<file path="config.mk">
export PLATFORM = sky130hd
export DESIGN_NAME = ddr_maint_cmd_flat
export DESIGN_NICKNAME = d
export VERILOG_FILES = /design/src/rtl/ddr_maint_cmd_pkg.sv /design/src/rtl/ddr_maint_cmd_if.sv /design/src/rtl/ddr_maint_timer.sv /design/src/rtl/ddr_maint_cmd.sv /design/src/flat_wrapper.sv
export SDC_FILE = /design/constraint.sdc
export NUM_CORES = 1
export LEC_CHECK = 0
export ABC_AREA = 1
export CAP_MARGIN = 20
export CORE_ASPECT_RATIO = 0.9
export CORE_MARGIN = 4
export CORE_UTILIZATION = 30
export DETAILED_ROUTE_END_ITERATION = 10
export PLACE_DENSITY = 0.52
export SLEW_MARGIN = 20
export SYNTH_ARGS = -nofsm -noshare
export SYNTH_HDL_FRONTEND = slang
export SYNTH_SLANG_ARGS = --single-unit
</file>
<file path="constraint.sdc">
create_clock -name clock_t -period 2.25 [get_ports clock_t]
set_input_delay 0.5625 -clock clock_t [delete_from_list [all_inputs] [get_ports clock_t]]
set_output_delay 0.5625 -clock clock_t [all_outputs]
set_load 0.01 [all_outputs]
</file>
<file path="src/rtl/ddr_maint_cmd_pkg.sv">
// Shared DDR maintenance types: command encoding, FSM states, bus and timer widths.
package ddr_maint_cmd_pkg;

  localparam int unsigned MRS_WIDTH = 16;
  localparam int unsigned TIMER_W   = 16;
  localparam int unsigned A10_BIT   = 10;

  typedef enum logic [2:0] {
    CMD_NOP  = 3'd0,
    CMD_PREA = 3'd1,
    CMD_REF  = 3'd2,
    CMD_MRS  = 3'd3,
    CMD_ZQCS = 3'd4
  } maint_cmd_type;

  typedef enum logic [3:0] {
    M_IDLE     = 4'd0,
    M_PRE      = 4'd1,
    M_PRE_WAIT = 4'd2,
    M_REF      = 4'd3,
    M_REF_WAIT = 4'd4,
    M_MRS      = 4'd5,
    M_MRS_WAIT = 4'd6,
    M_ZQ       = 4'd7,
    M_ZQ_WAIT  = 4'd8
  } maint_fsm_type;

  // Address word for precharge-all: only A10 set.
  function automatic logic [MRS_WIDTH-1:0] prea_addr();
    logic [MRS_WIDTH-1:0] a;
    a          = '0;
    a[A10_BIT] = 1'b1;
    return a;
  endfunction

endpackage

</file>
<file path="src/rtl/ddr_maint_cmd_if.sv">
// Request/command bus between the DDR controller and the maintenance sequencer.
interface ddr_maint_cmd_if;
  import ddr_maint_cmd_pkg::*;

  logic                 refresh_rdy;
  logic                 mrs_update_rdy;
  logic [MRS_WIDTH-1:0] mrs_update_cmd;
  logic                 bank_open;
  logic                 cmd_valid;
  maint_cmd_type        cmd_type;
  logic [MRS_WIDTH-1:0] cmd_addr;
  logic                 maint_busy;
  logic                 maint_done;

  modport master (
    output refresh_rdy, mrs_update_rdy, mrs_update_cmd, bank_open,
    input  cmd_valid, cmd_type, cmd_addr, maint_busy, maint_done
  );

  modport slave (
    input  refresh_rdy, mrs_update_rdy, mrs_update_cmd, bank_open,
    output cmd_valid, cmd_type, cmd_addr, maint_busy, maint_done
  );

endinterface

</file>
<file path="src/rtl/ddr_maint_timer.sv">
// Wait down-counter: loaded on entry to a wait state, expire_o marks the last wait cycle.
module ddr_maint_timer
  import ddr_maint_cmd_pkg::*;
(
  input  logic               clk,
  input  logic               rst,
  input  logic               load_i,
  input  logic [TIMER_W-1:0] value_i,
  output logic               expire_o,
  output logic               expire_nxt_c
);

  logic [TIMER_W-1:0] cnt_q, cnt_d;
  logic               expire_q;

  always_comb begin
    cnt_d = cnt_q;
    if (load_i)                   cnt_d = value_i;
    else if (cnt_q != TIMER_W'(0)) cnt_d = cnt_q - TIMER_W'(1);
    expire_nxt_c = (cnt_d == TIMER_W'(1));
  end

  always_ff @(posedge clk or posedge rst) begin
    if (rst) begin
      cnt_q    <= '0;
      expire_q <= 1'b0;
    end else begin
      cnt_q    <= cnt_d;
      expire_q <= expire_nxt_c;
    end
  end

  assign expire_o = expire_q;

endmodule

</file>
<file path="src/rtl/ddr_maint_cmd.sv">
// DDR maintenance sequencer: PREA/REF/MRS issue with tRP/tRFC/tMOD waits.
// Define DDR_MAINT_ZQ_EN to follow every refresh wait with ZQCS and a tZQCS wait.
module ddr_maint_cmd
  import ddr_maint_cmd_pkg::*;
#(
  parameter int unsigned T_RP   = 11,
  parameter int unsigned T_RFC  = 208,
  parameter int unsigned T_MOD  = 24,
  parameter int unsigned T_ZQCS = 64
) (
  input logic            clock_t,
  input logic            reset,
  ddr_maint_cmd_if.slave bus
);

  maint_fsm_type        state_q, state_d, next_cmd;
  logic                 ref_pend_q, ref_pend_d, mrs_pend_q, mrs_pend_d;
  logic [MRS_WIDTH-1:0] mr_q, mr_d;
  logic                 cmd_valid_q, cmd_valid_d;
  maint_cmd_type        cmd_type_q, cmd_type_d;
  logic [MRS_WIDTH-1:0] cmd_addr_q, cmd_addr_d;
  logic                 busy_q, busy_d, done_q, done_d;
  logic                 tmr_load, tmr_expire, tmr_expire_nxt, final_wait;
  logic [TIMER_W-1:0]   tmr_value;

  ddr_maint_timer u_timer (
    .clk          (clock_t),
    .rst          (reset),
    .load_i       (tmr_load),
    .value_i      (tmr_value),
    .expire_o     (tmr_expire),
    .expire_nxt_c (tmr_expire_nxt)
  );

  always_comb begin
    state_d    = state_q;
    // A pulse coinciding with the issue cycle re-arms the flag.
    ref_pend_d = bus.refresh_rdy    | (ref_pend_q & (state_q != M_REF));
    mrs_pend_d = bus.mrs_update_rdy | (mrs_pend_q & (state_q != M_MRS));
    mr_d       = bus.mrs_update_rdy ? bus.mrs_update_cmd : mr_q;
    next_cmd   = ref_pend_q ? M_REF : (mrs_pend_q ? M_MRS : M_IDLE);

    case (state_q)
      M_IDLE:     if (ref_pend_q || mrs_pend_q) state_d = bus.bank_open ? M_PRE : next_cmd;
      M_PRE:      state_d = M_PRE_WAIT;
      M_REF:      state_d = M_REF_WAIT;
      M_MRS:      state_d = M_MRS_WAIT;
      M_ZQ:       state_d = M_ZQ_WAIT;
      M_PRE_WAIT: if (tmr_expire) state_d = ref_pend_q ? M_REF : M_MRS;
`ifdef DDR_MAINT_ZQ_EN
      M_REF_WAIT: if (tmr_expire) state_d = M_ZQ;
`else
      M_REF_WAIT: if (tmr_expire) state_d = next_cmd;
`endif
      M_MRS_WAIT: if (tmr_expire) state_d = next_cmd;
      M_ZQ_WAIT:  if (tmr_expire) state_d = next_cmd;
      default:    state_d = M_IDLE;
    endcase

    tmr_load  = 1'b0;
    tmr_value = '0;
    case (state_q)
      M_PRE:   begin tmr_load = 1'b1; tmr_value = TIMER_W'(T_RP);   end
      M_REF:   begin tmr_load = 1'b1; tmr_value = TIMER_W'(T_RFC);  end
      M_MRS:   begin tmr_load = 1'b1; tmr_value = TIMER_W'(T_MOD);  end
      M_ZQ:    begin tmr_load = 1'b1; tmr_value = TIMER_W'(T_ZQCS); end
      default: ;
    endcase

    cmd_valid_d = 1'b0;
    cmd_type_d  = CMD_NOP;
    cmd_addr_d  = '0;
    final_wait  = 1'b0;
    // Outputs are registered from the next state so they line up with it.
    case (state_d)
      M_PRE: begin cmd_valid_d = 1'b1; cmd_type_d = CMD_PREA; cmd_addr_d = prea_addr(); end
      M_REF: begin cmd_valid_d = 1'b1; cmd_type_d = CMD_REF;  end
      M_MRS: begin cmd_valid_d = 1'b1; cmd_type_d = CMD_MRS;  cmd_addr_d = mr_d; end
      M_ZQ:  begin cmd_valid_d = 1'b1; cmd_type_d = CMD_ZQCS; end
`ifndef DDR_MAINT_ZQ_EN
      M_REF_WAIT: final_wait = 1'b1;
`endif
      M_MRS_WAIT, M_ZQ_WAIT: final_wait = 1'b1;
      default: ;
    endcase

    busy_d = (state_d != M_IDLE);
    done_d = final_wait & tmr_expire_nxt & ~ref_pend_d & ~mrs_pend_d;
  end

  always_ff @(posedge clock_t or posedge reset) begin
    if (reset) begin
      state_q     <= M_IDLE;
      ref_pend_q  <= 1'b0;
      mrs_pend_q  <= 1'b0;
      mr_q        <= '0;
      cmd_valid_q <= 1'b0;
      cmd_type_q  <= CMD_NOP;
      cmd_addr_q  <= '0;
      busy_q      <= 1'b0;
      done_q      <= 1'b0;
    end else begin
      state_q     <= state_d;
      ref_pend_q  <= ref_pend_d;
      mrs_pend_q  <= mrs_pend_d;
      mr_q        <= mr_d;
      cmd_valid_q <= cmd_valid_d;
      cmd_type_q  <= cmd_type_d;
      cmd_addr_q  <= cmd_addr_d;
      busy_q      <= busy_d;
      done_q      <= done_d;
    end
  end

  assign bus.cmd_valid  = cmd_valid_q;
  assign bus.cmd_type   = cmd_type_q;
  assign bus.cmd_addr   = cmd_addr_q;
  assign bus.maint_busy = busy_q;
  assign bus.maint_done = done_q;

endmodule

</file>
<file path="src/flat_wrapper.sv">
// flat-port wrapper written by rule: the top's interface ports become plain ports
module ddr_maint_cmd_flat import ddr_maint_cmd_pkg::*;
#(
  parameter int unsigned T_RP   = 11,
  parameter int unsigned T_RFC  = 208,
  parameter int unsigned T_MOD  = 24,
  parameter int unsigned T_ZQCS = 64
)
  (clock_t, reset, bus_refresh_rdy, bus_mrs_update_rdy, bus_mrs_update_cmd, bus_bank_open, bus_cmd_valid, bus_cmd_type, bus_cmd_addr, bus_maint_busy, bus_maint_done);
  ddr_maint_cmd_if bus_i ();
  input logic clock_t;
  input logic reset;
  input wire logic [$bits(bus_i.refresh_rdy)-1:0] bus_refresh_rdy;
  input wire logic [$bits(bus_i.mrs_update_rdy)-1:0] bus_mrs_update_rdy;
  input wire logic [$bits(bus_i.mrs_update_cmd)-1:0] bus_mrs_update_cmd;
  input wire logic [$bits(bus_i.bank_open)-1:0] bus_bank_open;
  output wire logic [$bits(bus_i.cmd_valid)-1:0] bus_cmd_valid;
  output wire logic [$bits(bus_i.cmd_type)-1:0] bus_cmd_type;
  output wire logic [$bits(bus_i.cmd_addr)-1:0] bus_cmd_addr;
  output wire logic [$bits(bus_i.maint_busy)-1:0] bus_maint_busy;
  output wire logic [$bits(bus_i.maint_done)-1:0] bus_maint_done;
  assign bus_i.refresh_rdy = bus_refresh_rdy;
  assign bus_i.mrs_update_rdy = bus_mrs_update_rdy;
  assign bus_i.mrs_update_cmd = bus_mrs_update_cmd;
  assign bus_i.bank_open = bus_bank_open;
  assign bus_cmd_valid = bus_i.cmd_valid;
  assign bus_cmd_type = bus_i.cmd_type;
  assign bus_cmd_addr = bus_i.cmd_addr;
  assign bus_maint_busy = bus_i.maint_busy;
  assign bus_maint_done = bus_i.maint_done;
  ddr_maint_cmd #(.T_RP(T_RP), .T_RFC(T_RFC), .T_MOD(T_MOD), .T_ZQCS(T_ZQCS)) u_core (.clock_t(clock_t), .reset(reset), .bus(bus_i));
endmodule
</file>
== Word-level counts from Yosys, hierarchy flattened ==
Cells that the tools add are included.

* Register bits: 61
* Input bits: 21
* Output and inout bits: 22
* Logic and storage cells: 64

* $add $sub $neg: 1
* Equal/unequal tests: 18
* Muxes and demuxes: 17
* Bitwise operators: 9
* Reduce and logical (&&, ||, !) cells: 8

{| class="wikitable"
|+ Operators by type and width
! cell !! count
|-
| two-way mux 16 bit || 3
|-
| == test 4 x 3 -> 1 bit, second input constant || 8
|-
| case mux 16 bit (2 select lines) || 1
|-
| case mux 8 bit (4 select lines) || 1
|-
| case mux 4 bit (7 select lines) || 1
|-
| two-way mux 4 bit || 5
|-
| == test 16 x 1 -> 1 bit, second input constant || 1
|-
| nonzero test 16 bit || 1
|-
| subtractor 16 x 1 -> 16 bit, second input constant || 1
|-
| == test 4 x 2 -> 1 bit, second input constant || 3
|-
| case mux 3 bit (4 select lines) || 1
|-
| == test 4 x 1 -> 1 bit, second input constant || 2
|-
| == test 4 bit, second input constant || 2
|-
| OR reduction 4 bit || 2
|-
| two-way mux 3 bit || 2
|-
| OR reduction 3 bit || 2
|-
| AND 1 bit || 5
|-
| logical NOT 4 bit || 1
|-
| inequality test 4 x 2 -> 1 bit, second input constant || 1
|-
| inequality test 4 x 3 -> 1 bit, second input constant || 1
|-
| nonzero test 4 bit || 1
|-
| two-way mux 1 bit || 3
|-
| NOT 1 bit || 2
|-
| bitwise OR 1 bit || 2
|-
| logical OR 1 bit || 1
|}

== Logic depth before layout (Yosys ltp) ==
Gate-level depths: netlist (run 1).

* Depth in word-level cells: 11
* Gate-level depth with buffers: 13
* Mapped depth without buffers: 13

== Modules after synthesis ==
Synthesis (run 1) repeated with hierarchy kept, for this count alone.

* Cells, all modules: 386
* Area total of the unflattened synthesis: 3180.6 sq um

{| class="wikitable"
|+ Modules (own cells, without submodules)
! module !! times used !! cells each !! area an instance (sq um) !! sequential area each (sq um)
|-
| ddr_maint_cmd || 1 || 200 || 1884.3 || 1101.1
|-
| ddr_maint_timer || 1 || 186 || 1296.2 || 425.4
|}

== Least setup slack after synthesis (run 1) ==
No wires, ideal clock.

* Path type: in2reg
* From: in bus_mrs_update_rdy
* To: reg u_core.cmd_addr_q[11], in the netlist u_core.bus.cmd_addr[11]
* Library setup time: 126 ps
* Data arrival time: 1465 ps
* Required time: 2124 ps
* Setup slack: 659 ps
* Stages: 6
* Buffers on the path: 2
* Cell sequence: clkbuf_1 > inv_1 > clkbuf_1 > or2_2 > o21ai_0 > nor2_2

* Cells in the longest elaborated chain, start to end: 2

{| class="wikitable"
|+ RTL lines
! item !! line !! RTL
|-
| start, declared || flat_wrapper.sv:14 || <nowiki>input wire logic [$bits(bus_i.mrs_update_rdy)-1:0] bus_mrs_update_rdy;</nowiki>
|-
| two-way mux 16 bit || ddr_maint_cmd.sv:40 || <nowiki>mr_d = bus.mrs_update_rdy ? bus.mrs_update_cmd : mr_q;</nowiki>
|-
| case mux 16 bit (2 select lines) || ddr_maint_cmd.sv:75 || <nowiki>case (state_d)</nowiki>
|-
| named net u_core.cmd_addr_d[11] || ddr_maint_cmd.sv:21 || <nowiki>logic [MRS_WIDTH-1:0] cmd_addr_q, cmd_addr_d;</nowiki>
|-
| end signal, assigned || ddr_maint_cmd.sv:109 || <nowiki>cmd_addr_q <= cmd_addr_d;</nowiki>
|-
| end, declared || ddr_maint_cmd.sv:21 ||
|}

The timed path passes the listed nets, and every way through them passes these cells.

== Worst setup path after layout (run 1) ==
* From: reg u_core.u_timer.cnt_q[0]
* To: reg u_core.done_q, in the netlist u_core.bus.maint_done

* Cells in the longest elaborated chain, start to end: 7
* Elaborated cells between the ends (all ways): 8
* Those cells by class: add/sub (1); eq/ne (1); mux (2); bitwise (3); reduce/logical (1)

{| class="wikitable"
|+ RTL lines
! item !! line !! RTL
|-
| start, declared || ddr_maint_timer.sv:13 || <nowiki>logic [TIMER_W-1:0] cnt_q, cnt_d;</nowiki>
|-
| start signal, assigned || ddr_maint_timer.sv:28 || <nowiki>cnt_q <= cnt_d;</nowiki>
|-
| subtractor 16 x 1 -> 16 bit / nonzero test 16 bit (equally long branches) || ddr_maint_timer.sv:19 || <nowiki>else if (cnt_q != TIMER_W'(0)) cnt_d = cnt_q - TIMER_W'(1);</nowiki>
|-
| two-way mux 16 bit (*) || ddr_maint_timer.sv:19 ||
|-
| two-way mux 16 bit (*) || ddr_maint_timer.sv:18 || <nowiki>if (load_i) cnt_d = value_i;</nowiki>
|-
| == test 16 x 1 -> 1 bit (*) || ddr_maint_timer.sv:20 || <nowiki>expire_nxt_c = (cnt_d == TIMER_W'(1));</nowiki>
|-
| AND 1 bit (*) (3 in a row) || ddr_maint_cmd.sv:88 || <nowiki>done_d = final_wait & tmr_expire_nxt & ~ref_pend_d & ~mrs_pend_d;</nowiki>
|-
| named net u_core.done_d || ddr_maint_cmd.sv:22 || <nowiki>logic busy_q, busy_d, done_q, done_d;</nowiki>
|-
| end signal, assigned || ddr_maint_cmd.sv:111 || <nowiki>done_q <= done_d;</nowiki>
|-
| end, declared || ddr_maint_cmd.sv:22 ||
|}

The timed path passes the listed nets; every way through them passes the cells marked *.

==> flow_summary.json, run 1 <==
{
  "multiInputGateArea_sq_um": 1124,
  "firstDrtPassIters": 4,
  "pwr_density_cell_nw_per_um2": 616.9,
  "numCtsBuffers": 9,
  "grt_antenna_before_repair": 0,
  "post_cts_resized": 0,
  "critical-path-max-stage-delay_ns": 0.37,
  "fp.dieH_um": 101.3,
  "clk_path_buf_depth": 2,
  "cts_tree": "yes",
  "worst_path_max_delay_cell": "dfrtp_1",
  "rows": 33,
  "fin_crit_ns": 1.910,
  "max_freq_mhz": 523.6,
  "grt_usage_pct": 12.30,
  "cts_hold_buf": 0,
  "crit_arrival_ns": 2.17,
  "synth_area_per_cell_sq_um": 8.390,
  "ir_drop_mv": 0.3461,
  "hpwl_mm": 4.626,
  "synth_warnings": 0,
  "setup.worst_path.class": "register to register",
  "syn_nets": 369,
  "cts-root-buf": "clkbuf_8",
  "seqCellArea_sq_um": 1526,
  "rsz0062_at_grt": "false",
  "grt_pass1_vias": 2331,
  "num_io_pins": 43,
  "io_buffers": 42,
  "ctsHtreeMaxLevel": 3,
  "grt_first_pass_wirelength_mm": 11.13,
  "cp.required_ns": 2.51,
  "cp_top_family": "simple AND/OR/NAND/NOR gates",
  "yosysUniqueCellTypes": 31,
  "ant_nets": 0,
  "synth-main-ff-cell": "dfrtp_1",
  "vias": 2292,
  "worstSetupEndpointType": "register",
  "holdCritPathClass": "register to register",
  "globalRouteOverflowTotal": 0,
  "drv_cap": 0,
  "yosys.area.top_type_share_pct": 52.59,
  "synth.largest_area_cell": "dfrtp_1",
  "hold_violations": 0,
  "path_buf_inv": 2,
  "die_w_um": 111.7,
  "synth.area.top_cells": "dfrtp_1 53%, nand2_1 7.9%, inv_1 7.4%, nand3_1 5.3%, nor2_1 4.5%",
  "path_clk_slew_ns": 0.07,
  "critPathMostFrequentCell": "nand3_1",
  "async_reset_ff_share_pct": 100.0,
  "die_area_sq_um": 11320,
  "ys_seq_area_share_pct": 52.59,
  "final_layout_size_suffix_gt1_share_pct": 16.00,
  "synth_seq_cells": 61,
  "syn_area_sq_um": 2903,
  "grt_max_degree": 62,
  "status": "finished clean",
  "setup_viol": 0,
  "drt-total-wl_mm": 6.371,
  "r2r_start": "u_core.u_timer.cnt_q[0]",
  "fin_skew_ns": 0.008510,
  "nFillCells": 973,
  "finalCritPeriodShare_pct": 84.89,
  "wl_per_cell_um": 12.20,
  "area_growth_pct": 27.20,
  "clock-sinks": 61,
  "p_leak_nw": 1.965,
  "core-area_sq_um": 9290,
  "finalSetupTns_ns": 0,
  "diodes": 0,
  "cts_setup_buffers": 0,
  "synth_edf_count": 0,
  "crit_chain": "inv_1, ha_1, nand2_1, nor2_2, nand2_2, nand3_1, nand2_1, inv_1, nand3_1, nor2_1, nand3_1, nor2_1",
  "post-route-util_pct": 39.74,
  "start_util_pct": 31.25,
  "drt_iter0_markers": 87,
  "start_kind": "register",
  "gp_congestion": 0.8351,
  "route.detailed.drc": 0,
  "crit_fanout": 15,
  "syn_inst": 346,
  "clkLatencyLatePin_ns": 0.33,
  "final_nets": 419,
  "hold_path.startpoint": "u_core.mr_q[13]",
  "slew_viol_final": 0,
  "cp-startpoint": "u_core.u_timer.cnt_q[0]",
  "viasPerCell": 4.391
}
layer usage:
metal,GRT usage (%),vias up,share of wire (%)
li1,-,1164,-
met1,16.15,1072,48
met2,19.82,52,46
met3,4.361,4,4.7
met4,2.619,0,0.53
met5,0,-,0
power breakdown:
part	internal [mW]	total [mW]	leakage (nW)	switching, mW
clock network	0.619	1.03	0.103	0.415
logic	0.0553	0.114	1.08	0.0589
registers	1.12	1.13	0.779	0.00694
total	1.80	2.28	1.97	0.481
placed cells by master, fill, tap and decap left out, types with 3 or more instances in the layout:
master / instances
o21ai_0: 21
or2_2: 15
nor2_1: 35
nand2_2: 5
nand4_1: 5
o21ai_1: 3
nor2_2: 18
clkbuf_8: 9
clkdlybuf4s50_1: 42
nand2_1: 60
inv_1: 56
dfrtp_1: 61
nand3_1: 31
nand3b_1: 4
inv_2: 5
final cells by class:
cell class	count	share of cell area, %
sequential	61	41.34
multi-input combinational	218	30.43
timing repair buffer	45	12.33
inverter	61	6.201
tap	122	4.134
clock buffer	11	3.558
clock inverter	4	1.999
registers in the layout, summed over array words and instances, names as in the netlist:
register	cells
u_core.state_q	4
u_core.mr_q	16
u_core.ref_pend_q	1
u_core.u_timer.cnt_q	16
u_core.bus.maint_done	1
u_core.mrs_pend_q	1
u_core.bus.cmd_type	3
u_core.bus.cmd_addr	16
u_core.bus.cmd_valid	1
u_core.u_timer.expire_o	1
u_core.bus.maint_busy	1
synth_stat cells (2+ instances only):
cell,instances
o21ai_0,21
nand4_1,5
clkbuf_1,3
xnor2_1,2
xor2_1,2
or2_2,15
o21a_1,2
nor2_1,35
nand3_1,31
inv_1,57
nor3_1,2
ha_1,2
nand2_1,61
nor2_2,19
dfrtp_1,61
nand2_2,4
o21ai_1,3
nand3b_1,4
inv_2,4
a21oi_1,2
stage by stage:
step | setup slack, ns | cells | power, mW | cell area, sq um | hold slack [ns]
floorplan | 0.1745 | 346 | 1.208 | 2903 | 0.4376
global placement | 0.2295 | 507 | 1.267 | 3480 | 0.4539
detailed placement | 0.1558 | 507 | 1.269 | 3480 | 0.4576
CTS | 0.2718 | 522 | 2.322 | 3685 | 0.4758
global route | 0.005740 | 522 | 2.383 | 3692 | 0.5078
finish | 0.3400 | 522 | 2.278 | 3692 | 0.4717
kinds of logic after synthesis:
| kind of cell | synth area share [%] |
|---|---|
| mux | 0.3448 |
| xor+xnor | 1.207 |
| compound gates | 5.819 |
| fa+ha+maj | 0.8619 |
| flops | 52.59 |
| simple gates | 30.09 |
| other cells | 0.1292 |
| buf+inv | 8.965 |
worst min-delay path, delay by kind of cell (launching register included):
family                 cells  cell delay [ns]
flip-flops                 1             0.32
AO/OA/AOI/OAI              1             0.07
buffers and inverters      1             0.05
path summary, 6_finish.rpt:
path,endpoint,slack [ns],depth (start not counted)
worst max-delay path,u_core.bus.maint_done,0.34,12
worst min-delay path,u_core.mr_q[13],0.47,2
worst max register to register,u_core.bus.maint_done,0.34,12
worst min register to register,u_core.mr_q[13],0.47,2
max in group asynchronous,u_core.u_timer.cnt_q[2],1.36,3
min in group asynchronous,u_core.bus.cmd_addr[6],0.61,3
No activity file was read; power rests on OpenSTA's default activity.
==> run 2: changes to the inputs <==
--- a/config.mk
+++ b/config.mk
@@ -11,7 +11,7 @@
 export CORE_MARGIN = 4
 export CORE_UTILIZATION = 30
 export DETAILED_ROUTE_END_ITERATION = 10
-export PLACE_DENSITY = 0.52
+export PLACE_DENSITY = 0.54
 export SLEW_MARGIN = 20
 export SYNTH_ARGS = -nofsm -noshare
 export SYNTH_HDL_FRONTEND = slang
==> constraint.sdc (replaced) <==
create_clock -name clock_t -period 1.68 [get_ports clock_t]
set_input_delay 0.42 -clock clock_t [delete_from_list [all_inputs] [get_ports clock_t]]
set_output_delay 0.42 -clock clock_t [all_outputs]
set_load 0.01 [all_outputs]
==> run 2 against run 1 <==
The run now ends with setup timing left. Wire length increased by 16%. First-iteration DRC count down 15%. Design area rose by 18%. Hold slack lost 0.093 ns. Register-to-register slack got worse by 0.41 ns. Die area unchanged. Sequential share of layout area shrank 6.2 points. Final cell count rose by 11%. Via count rose by 8.3%. Utilization is 7.1 points higher. Combinational power grew 52%. Critical path type unchanged. Critical endpoint is now u_core.bus.cmd_addr[8].
==> flow_summary.json, run 2 (synthesis results as in run 1) <==
{
  "status": "finished, violations left",
  "violations": "setup timing",
  "fin_skew_ns": 0.007842,
  "critical-path-max-stage-delay_ns": 0.41,
  "fin_ws_ns": -0.06892,
  "num_io_pins": 43,
  "holdCritPathClass": "input pin to asynchronous set/reset pin",
  "slew_viol_final": 0,
  "vias": 2483,
  "fin_cells": 577,
  "path_clk_slew_ns": 0.07,
  "finalSetupTns_ns": -0.5767,
  "io_buffers": 42,
  "internal_power_mw": 2.280,
  "dp_cells": 548,
  "pwr_density_cell_nw_per_um2": 684.2,
  "final_nets": 473,
  "final_common_cell": "dfrtp_1",
  "crit_arrival_ns": 2.01,
  "fin_area_sq_um": 4355,
  "diodes": 0,
  "core-area_sq_um": 9290,
  "rows": 33,
  "crit_chain": "inv_2, nand2_2, nand2_2, nor2_2, buf_4, o21a_1, nand3b_4, nor2_4, nand2_4, nor2_2",
  "fin_total_pwr_mw": 2.980,
  "drt_iter0_markers": 74,
  "path_buf_inv": 2,
  "rsz0062_at_grt": "true",
  "numCtsBuffers": 9,
  "area_growth_pct": 50.04,
  "drt-total-wl_mm": 7.361,
  "sequentialPowerShare_pct": 50.7,
  "cp.required_ns": 1.94,
  "grt_max_degree": 31,
  "firstDrtPassIters": 4,
  "clk_path_buf_depth": 2,
  "ctsHtreeMaxLevel": 3,
  "ant_nets": 0,
  "p_sw_mw": 0.6998,
  "place_area_sq_um": 3816,
  "max_freq_mhz": 571.8,
  "clkLatencyLatePin_ns": 0.33,
  "finalCritPeriodShare_pct": 104.1,
  "ff2ff_setup_slack_ns": -0.07,
  "viasPerCell": 4.303,
  "switching_share_pct": 23.48,
  "gp_congestion": 0.8168,
  "die_area_sq_um": 11320,
  "cp_top_family": "simple AND/OR/NAND/NOR gates",
  "worstSetupEndpointType": "register",
  "worstRegToRegCells": 10,
  "grt_antenna_before_repair": 0,
  "drv_cap": 0,
  "grt_usage_pct": 12.88,
  "crit_fanout": 8,
  "wl_per_cell_um": 12.76,
  "route.detailed.drc": 0,
  "cts-root-buf": "clkbuf_8",
  "grt_pass1_vias": 2508,
  "worst_path_max_delay_cell": "dfrtp_1",
  "pwr-share-clk_pct": 43.5,
  "fp.dieH_um": 101.3,
  "fin_crit_ns": 1.749,
  "cts_tree": "yes",
  "start_util_pct": 31.25,
  "clock-sinks": 61,
  "r2r_start": "u_core.state_q[2]",
  "grt_first_pass_wirelength_mm": 11.70,
  "cts_hold_buf": 0,
  "setup_viol": 18,
  "mostFrequentLayoutCells": "59 x dfrtp_1, 56 x nand2_1, 52 x inv_1",
  "globalRouteOverflowTotal": 0,
  "die_w_um": 111.7,
  "pwr-share-comb_pct": 5.8,
  "post-route-util_pct": 46.88,
  "hold_violations": 0,
  "reg2reg_to": "u_core.bus.cmd_addr[8]",
  "hpwl_mm": 5.128,
  "p_leak_nw": 2.337,
  "start_kind": "register",
  "final_layout_size_suffix_gt1_share_pct": 35.60,
  "ir_drop_mv": 0.4465,
  "setup.worst_path.class": "register to register"
}
[run 2: changes by cell type in the layout (fill, tap and decap cells not counted), sizes merged, moves of 2 or more]
cell           previous run  this run
nand2                    66        68
clkinv                    2         5
clkbuf                   11         9
clkdlybuf4s50            42        38
dlymetal6s2s              0         3
buf                       3        55
[run 2: timing repair]
action                     CTS  global route
pin swaps                    5            12
buffers inserted             1            10
gates resized for setup     25            44
setup endpoints to repair    9            22
gates cloned                 1             1
[run 2: power by group through the flow]
stage / combinational, mW / clock [mW] / sequential (mW)
3_5_place_dp: 0.173 / 0 / 1.54
3_3_place_gp: 0.173 / 0 / 1.54
4_1_cts: 0.174 / 1.34 / 1.51
5_1_grt: 0.198 / 1.40 / 1.51
2_1_floorplan: 0.0800 / 0 / 1.54
6_report: 0.173 / 1.30 / 1.51
[run 2: area by class of cell]
class                   count  area (sq um)
flip-flops and latches     61          1529
fillers                   901          4935
clock inverters             7         75.07
inverters                  61         235.2
multi-input cells         220          1351
well taps                 122         152.6
repair buffers             97         888.4
clock buffers               9         123.9
[run 2: worst max path at each step]
stage / from / endpoint / slack [ns] / cells past startpoint
detailed placement: u_core.u_timer.cnt_q[0] / u_core.bus.maint_done / -0.16 / 12
global placement: bus_bank_open / u_core.bus.cmd_type[1] / -0.09 / 6
CTS: u_core.u_timer.cnt_q[0] / u_core.bus.maint_done / -0.02 / 11
global route: u_core.u_timer.cnt_q[4] / u_core.bus.maint_done / -0.20 / 11
finish: u_core.state_q[2] / u_core.bus.cmd_addr[8] / -0.07 / 10
floorplan: u_core.u_timer.cnt_q[0] / u_core.bus.maint_done / 0.09 / 11
[run 2: stage by stage]
step	setup slack, ns	hold slack [ns]
final	-0.06892	0.3791
after floorplan	0.08961	0.4376
after global routing	-0.1955	0.3731
after CTS	-0.02117	0.3696
after detailed placement	-0.1610	0.4606
after global placement	-0.08736	0.4561
[run 2: per-layer routing]
metal / global-route usage (%) / vias to the layer above / wire length [um]
li1: - / 1280 / -
met1: 17.09 / 1168 / 3480
met2: 21.29 / 31 / 3637
met3: 3.345 / 4 / 195
met4: 3.087 / 0 / 47
met5: 0 / - / 0
